## config.mk

```make
export PLATFORM = sky130hd
export DESIGN_NAME = imem_fetch_ctrl
export DESIGN_NICKNAME = d
export VERILOG_FILES = /design/src/rtl/imem_fetch_ctrl.sv
export SDC_FILE = /design/constraint.sdc
export NUM_CORES = 1
export LEC_CHECK = 0
export CAP_MARGIN = 10
export CORE_ASPECT_RATIO = 0.9
export CORE_UTILIZATION = 49
export CTS_CLUSTER_SIZE = 25
export DETAILED_ROUTE_END_ITERATION = 10
export PLACE_DENSITY = 0.81
export SLEW_MARGIN = 20
export SYNTH_ARGS = -nofsm -noshare
export SYNTH_HDL_FRONTEND = slang
export SYNTH_SLANG_ARGS = --single-unit
```

## constraint.sdc

```tcl
create_clock -name clk -period 2.3 [get_ports clk]
set_input_delay 0.46 -clock clk [delete_from_list [all_inputs] [get_ports clk]]
set_output_delay 0.46 -clock clk [all_outputs]
set_load 0.03 [all_outputs]
```

## src/rtl/imem_fetch_ctrl.sv

```systemverilog
// ----------------------------------------------------------------------------
// imem_fetch_ctrl
//   Instruction-fetch sequencer for the 256x16 instruction memory. Owns the
//   PC, drives the memory address/read strobe, and buffers fetched words in a
//   small prefetch FIFO that decode drains through a valid/ready handshake.
//   A redirect flushes the FIFO and reloads the PC; start/halt sequence the
//   IDLE -> RUN -> HALT -> RUN state machine.
//
// Parameters
//   DEPTH     prefetch FIFO entries (power of two, 2..16)
//   RESET_PC  PC value loaded on reset
//
// Ports
//   clk, rst              rising-edge clock, synchronous active-high reset
//   start, halt           run/halt control
//   redirect, redirect_pc flush FIFO and reload PC
//   imem_read, imem_addr  read strobe and address to the instruction memory
//   imem_rdata            combinational read data for imem_addr
//   dec_valid/ready       handshake with decode for the FIFO head
//   dec_instr, dec_pc     head instruction and the address it came from
//   fifo_count            current FIFO occupancy
//   running               high while in RUN
// ----------------------------------------------------------------------------
module imem_fetch_ctrl #(
    parameter int         DEPTH    = 4,
    parameter logic [7:0] RESET_PC = 8'h00
) (
    input  logic                     clk,
    input  logic                     rst,
    input  logic                     start,
    input  logic                     halt,
    input  logic                     redirect,
    input  logic [7:0]               redirect_pc,
    output logic                     imem_read,
    output logic [7:0]               imem_addr,
    input  logic [15:0]              imem_rdata,
    output logic                     dec_valid,
    input  logic                     dec_ready,
    output logic [15:0]              dec_instr,
    output logic [7:0]               dec_pc,
    output logic [$clog2(DEPTH):0]   fifo_count,
    output logic                     running
);

    localparam int             PW         = $clog2(DEPTH);
    localparam logic [PW:0]    FULL_COUNT = (PW+1)'(DEPTH);

    typedef enum logic [1:0] {
        ST_IDLE,
        ST_RUN,
        ST_HALT
    } state_t;

    state_t          state;
    state_t          state_next;

    logic [7:0]      pc;
    logic [PW-1:0]   wr_ptr;
    logic [PW-1:0]   rd_ptr;
    logic [PW:0]     count;
    logic [15:0]     buf_instr [DEPTH];
    logic [7:0]      buf_pc    [DEPTH];

    logic            full;
    logic            empty;
    logic            push;
    logic            pop;

    // ------------------------------------------------------------------
    // FSM: state register
    // ------------------------------------------------------------------
    // NOTE: sequential state is updated with non-blocking assignments so every
    // register samples the pre-edge values, independent of statement order.
    always_ff @(posedge clk) begin
        if (rst) begin
            state <= ST_IDLE;
        end else begin
            state <= state_next;
        end
    end

    // ------------------------------------------------------------------
    // FSM: next state. A redirect freezes the state for its cycle; halt
    // beats start when both arrive in RUN.
    // ------------------------------------------------------------------
    // NOTE: state_next is defaulted before any branch so no path leaves it
    // unassigned, which would otherwise infer a latch.
    always_comb begin
        state_next = state;
        if (!redirect) begin
            unique case (state)
                ST_IDLE: if (start) state_next = ST_RUN;
                ST_RUN:  if (halt)  state_next = ST_HALT;
                ST_HALT: if (start) state_next = ST_RUN;
                default:            state_next = ST_IDLE;
            endcase
        end
    end

    // ------------------------------------------------------------------
    // Fetch / handshake decode
    // ------------------------------------------------------------------
    assign running   = (state == ST_RUN);
    assign full      = (count == FULL_COUNT);
    assign empty     = (count == '0);
    assign dec_valid = !empty;
    assign pop       = dec_valid && dec_ready;
    // A simultaneous pop frees a slot, so a full FIFO can still accept a fetch.
    assign imem_read = running && (!full || pop) && !redirect;
    assign push      = imem_read;
    assign imem_addr = pc;

    assign dec_instr  = empty ? 16'h0000 : buf_instr[rd_ptr];
    assign dec_pc     = empty ? 8'h00    : buf_pc[rd_ptr];
    assign fifo_count = count;

    // ------------------------------------------------------------------
    // PC, pointers and occupancy
    // ------------------------------------------------------------------
    always_ff @(posedge clk) begin
        if (rst) begin
            pc     <= RESET_PC;
            wr_ptr <= '0;
            rd_ptr <= '0;
            count  <= '0;
        end else if (redirect) begin
            // Flush: any pop this cycle is discarded along with the rest.
            pc     <= redirect_pc;
            wr_ptr <= '0;
            rd_ptr <= '0;
            count  <= '0;
        end else begin
            if (push) begin
                pc     <= pc + 8'd1;
                wr_ptr <= wr_ptr + 1'b1;
            end
            if (pop) begin
                rd_ptr <= rd_ptr + 1'b1;
            end
            unique case ({push, pop})
                2'b10:   count <= count + 1'b1;
                2'b01:   count <= count - 1'b1;
                default: count <= count;
            endcase
        end
    end

    // ------------------------------------------------------------------
    // FIFO storage
    // ------------------------------------------------------------------
    // NOTE: the storage array has no reset; entries are only observable once
    // count marks them valid, and empty reads are forced to zero above.
    always_ff @(posedge clk) begin
        if (push) begin
            buf_instr[wr_ptr] <= imem_rdata;
            buf_pc[wr_ptr]    <= pc;
        end
    end

endmodule
```

==> results of run 1 <==
==> cell families (layout without fill, tap and decap cells) <==
family                   Yosys count  after routing  share of synthesized area, %
adder cells (fa/ha/maj)            7              7                          2.05
AND/OR/NAND/NOR                   71             71                          8.91
flip-flops                       115            115                          70.4
buffers and inverters             20            141                          2.11
AO/OA/AOI/OAI                     18             18                          2.21
multiplexers                      25             25                          11.9
XOR/XNOR                          12             12                          2.43
==> power breakdown <==
| group | leakage (nW) | switching (mW) | total, mW | internal [mW] |
|---|---|---|---|---|
| Combinational | 0.943 | 0.137 | 0.276 | 0.138 |
| Clock | 0.309 | 0.859 | 2.82 | 1.96 |
| Sequential | 1.03 | 0.0211 | 2.31 | 2.29 |
| Total | 2.28 | 1.02 | 5.40 | 4.39 |
==> cell type report <==
class / count / area share [%]
Inverter: 8 / 0.460
Clock buffer: 20 / 6.52
Multi-Input combinational cell: 133 / 20.7
Clock inverter: 12 / 3.22
Sequential cell: 115 / 50.1
Timing Repair Buffer: 101 / 16.7
Tap cell: 122 / 2.34
==> registers in the layout, indices dropped and copies added, names as in the netlist, named ones only <==
name        flops
wr_ptr          2
rd_ptr          2
buf_pc         32
imem_addr       8
state           2
fifo_count      3
buf_instr      64
==> cells in the mapped netlist <==
| cell | n | area (um2) |
|---|---|---|
| sky130_fd_sc_hd__inv_1 | 8 | 30.0 |
| sky130_fd_sc_hd__dfxtp_1 | 19 | 380 |
| sky130_fd_sc_hd__ha_1 | 6 | 75.1 |
| sky130_fd_sc_hd__mux4_2 | 24 | 541 |
| sky130_fd_sc_hd__mux2i_1 | 1 | 10.0 |
| sky130_fd_sc_hd__and2_1 | 28 | 175 |
| sky130_fd_sc_hd__nor2_2 | 1 | 6.26 |
| sky130_fd_sc_hd__nand2_1 | 5 | 18.8 |
| sky130_fd_sc_hd__xnor2_2 | 1 | 16.3 |
| sky130_fd_sc_hd__buf_4 | 1 | 7.51 |
| sky130_fd_sc_hd__nand2b_2 | 1 | 8.76 |
| sky130_fd_sc_hd__clkbuf_1 | 6 | 22.5 |
| sky130_fd_sc_hd__o21ai_0 | 4 | 20.0 |
| sky130_fd_sc_hd__or2_2 | 1 | 6.26 |
| sky130_fd_sc_hd__nor3_1 | 3 | 15.0 |
| sky130_fd_sc_hd__nand3_1 | 6 | 30.0 |
| sky130_fd_sc_hd__nor4_1 | 2 | 12.5 |
| sky130_fd_sc_hd__a211oi_1 | 4 | 30.0 |
| sky130_fd_sc_hd__nor4b_4 | 1 | 23.8 |
| sky130_fd_sc_hd__xnor2_1 | 6 | 52.6 |
| sky130_fd_sc_hd__or3_1 | 2 | 12.5 |
| sky130_fd_sc_hd__o21bai_1 | 1 | 7.51 |
| sky130_fd_sc_hd__and2_4 | 1 | 8.76 |
| sky130_fd_sc_hd__nand4_1 | 2 | 12.5 |
| sky130_fd_sc_hd__fa_1 | 1 | 20.0 |
| sky130_fd_sc_hd__xor2_1 | 5 | 43.8 |
| sky130_fd_sc_hd__buf_6 | 2 | 22.5 |
| sky130_fd_sc_hd__a21oi_1 | 7 | 35.0 |
| sky130_fd_sc_hd__buf_2 | 3 | 15.0 |
| sky130_fd_sc_hd__edfxtp_1 | 96 | 2880 |
| sky130_fd_sc_hd__o21ai_1 | 2 | 10.0 |
| sky130_fd_sc_hd__or4b_4 | 1 | 13.8 |
| sky130_fd_sc_hd__and4_1 | 1 | 8.76 |
| sky130_fd_sc_hd__nor2_1 | 16 | 60.1 |
==> layer usage <==
layer	vias to the layer above	wire (um)
met2	92	4360
li1	1252	-
met1	1334	3790
met4	0	119
met3	11	566
met5	-	0
==> repair_timing <==
action                                 in CTS  in global routing
gates cloned                                1                  0
pin swaps                                  20                  6
hold buffers                                0                  0
endpoints found under the hold margin       0                  0
setup endpoints to repair                  26                 25
gates resized for setup                   149                  4
buffers inserted                            9                  1
==> how the worst min path moves through the flow <==
| stage | start | end |
|---|---|---|
| floorplan | state[1] | state[1] |
| global placement | state[1] | state[1] |
| detailed placement | imem_addr[6] | buf_pc[0][6] |
| CTS | redirect_pc[5] | imem_addr[5] |
| global route | imem_addr[6] | buf_pc[0][6] |
| finish | redirect_pc[5] | imem_addr[5] |
==> worst reg2reg max path: stages (launching register included) <==
cell and delay (ns):
sky130_fd_sc_hd__dfxtp_2 0.40, sky130_fd_sc_hd__or3_1 0.17, sky130_fd_sc_hd__buf_12 0.19, sky130_fd_sc_hd__and2_4 0.17, sky130_fd_sc_hd__ha_2 0.17, sky130_fd_sc_hd__inv_1 0.05
sky130_fd_sc_hd__fa_2 0.33, sky130_fd_sc_hd__xor2_1 0.15, sky130_fd_sc_hd__or3_1 0.31, sky130_fd_sc_hd__a21oi_1 0.12
==> placed cells by master (no fill, tap or decap), drive strengths merged, types with 3 or more instances in the layout <==
cell type,n
edfxtp,96
buf,60
clkdlybuf4s50,40
and2,29
mux4,24
clkbuf,20
dfxtp,19
nor2,17
inv,8
a21oi,7
xnor2,7
nand3,6
bufinv,6
ha,6
o21ai,6
clkinv,6
xor2,5
nand2,5
a211oi,4
nor3,3
==> stage by stage <==
step	power (mW)	setup slack, ns	hold WS, ns	setup TNS, ns
after floorplan	2.47	0.0110	0.458	0
after global placement	2.61	-0.283	0.467	-0.681
after detailed placement	2.61	-0.348	0.495	-0.831
after CTS	5.44	-0.158	0.489	-1.81
after global routing	5.56	-0.160	0.533	-1.84
final	5.40	-0.110	0.513	-0.793
==> out/qor_table.md, run 1 <==
| Quantity | Reported |
|:---|:---|
| Run status | finished, violations left |
| Violated checks | setup timing |
| Reg-to-reg startpoint | fifo_count[1] |
| Transition time at the pin with the least slew margin | 0.366 ns |
| Count of endpoints failing setup in the final report | 13 |
| Number of antenna diodes | 0 |
| Leakage Power | 2.28 nW |
| Critical path endpoint | dec_pc[5] |
| Largest clock skew in the final design | 0.00618 ns |
| CTS H-Tree Depth | 4 |
| Busiest layer in global routing | met2 |
| Cell depth of the worst min-delay path | 3 |
| Global route total overflow | 0 |
| Clk root buf | sky130_fd_sc_hd__clkbuf_8 |
| Number of buffers on the longest clock path | 2 |
| Number of maximum-capacitance violations | 0 |
| Post-synthesis area per instance | 17.3 um2 |
| Worst stage delay on the critical path | 0.51 ns |
| Max Fanout on Critical Path | 6 |
| Crit path DAT | 1.95 ns |
| First-pass iteration count of the detailed router | 5 |
| PD cells | 828 nW/um2 |
| GRT met2 Usage | 32.0% |
| Final period utilization | 105% |
| Largest vdd supply drop | 0.682 mV |
| Maximum number of pins on one net before global-route repair | 28 |
| Count of buffers inserted at the top-level ports | 67 |
| Data required time of the critical path | 1.84 ns |
| DRC violation count after routing | 0 |
| Clock buffers created by TritonCTS | 17 |
| Routed vias | 2689 |
| Overall die width | 105 um |
| Min cycle time layout | 2.41 ns |
| Area of the multi-input gates | 1350 um2 |
| Total core area | 9170 um2 |
| Final design area excluding fillers | 6530 um2 |
| Number of clock sinks | 115 |
| Max-slew violation count | 0 |
| Worst setup slack after layout | -0.110 ns |
| Effective utilization at floorplan | 50.6% |
| Ratio of routed vias to standard cells | 5.26 |
| Clock tree from TritonCTS | yes |
| Total Nets Final | 413 |
| Flip-flop and latch area | 3270 um2 |
| Wire length of the first global-routing pass | 14.2 mm |
| Type of the tightest min-delay check | input pin to flip-flop |
| Critical Path End Type | primary output |
| Number of global-route vias before repair | 2718 |
| Worst path depth | 5 |
| Post-Place Cells | 469 |
| Number of antenna violations at the first check in global routing | 0 |
| Worst-case reg-to-reg path depth | 9 |
| Routability congestion estimate from global placement | 0.803 |
| Die outline height | 94.3 um |
| Final non-filler cell total | 511 |
| Detail-routed net length per standard cell | 17.3 um |
| Setup repair after global routing missed its margin | true |
| GR Util met3 | 6.24% |
| Total Routing Usage GR | 20.0% |
| Sequence of cells on the critical path | buf_12, buf_12, mux4_2, and2_4, buf_6 |
| Share of final-layout standard cells stronger than drive strength 1 | 37.8% |
| Cell Rows | 33 |
| Fill cells | 573 |
| Cell area after synthesis | 4630 um2 |
| Type of origin of the critical path | flip-flop |
| Sequential fraction of the synthesis area | 70.4% |
| Met1 demand-to-capacity share in global routing | 25.5% |
| Cell area reported after detailed placement | 5670 um2 |
| Cell at the slowest stage of the critical path | sky130_fd_sc_hd__mux4_2 |
| Final count of hold timing violations | 0 |
| Starting DRC count in detailed routing | 130 |
| Cells after synthesis | 268 |
| Synthesis-stage register bit count | 115 |
| Routed Antenna Nets | 0 |
| Clock-pin slew on the worst setup and hold paths | 0.05 ns |
| Die outline area | 9850 um2 |
| Number of synthesis warnings | 0 |
| Slew headroom | 75.6% |
| Detailed Place HPWL | 5.30 mm |
| Crit path buf inv count | 3 |
| Net count after synthesis | 305 |
| Most frequent CP cell | sky130_fd_sc_hd__buf_12 |
| Crit Path Class | flip-flop to primary output |
| Reg2reg setup slack | 0.19 ns |
| Achievable frequency | 415 MHz |
| Post-layout utilization of the core | 71.2% |
| Clock latency of the later-clocked register in the worst-skew pair | 0.51 ns |
| Number of top-level pins | 68 |
| Capturing point of the worst reg2reg path | fifo_count[2] |
| Synth cell types | 34 |
| Area Overhead vs Synth | 40.8% |
| Routed Wire Length | 8.84 mm |
| Critical path's top delay family | multiplexers |
(Power assumes the default switching activity.)
==> inputs of run 2 (changes only) <==
--- a/config.mk
+++ b/config.mk
@@ -10,8 +10,8 @@
 export CORE_UTILIZATION = 49
 export CTS_CLUSTER_SIZE = 25
 export DETAILED_ROUTE_END_ITERATION = 10
+export GPL_ROUTABILITY_DRIVEN = 0
 export PLACE_DENSITY = 0.81
-export SLEW_MARGIN = 20
 export SYNTH_ARGS = -nofsm -noshare
 export SYNTH_HDL_FRONTEND = slang
 export SYNTH_SLANG_ARGS = --single-unit
==> results of run 2 <==
The final DEF is identical to that of run 1; final timing and power are the same.
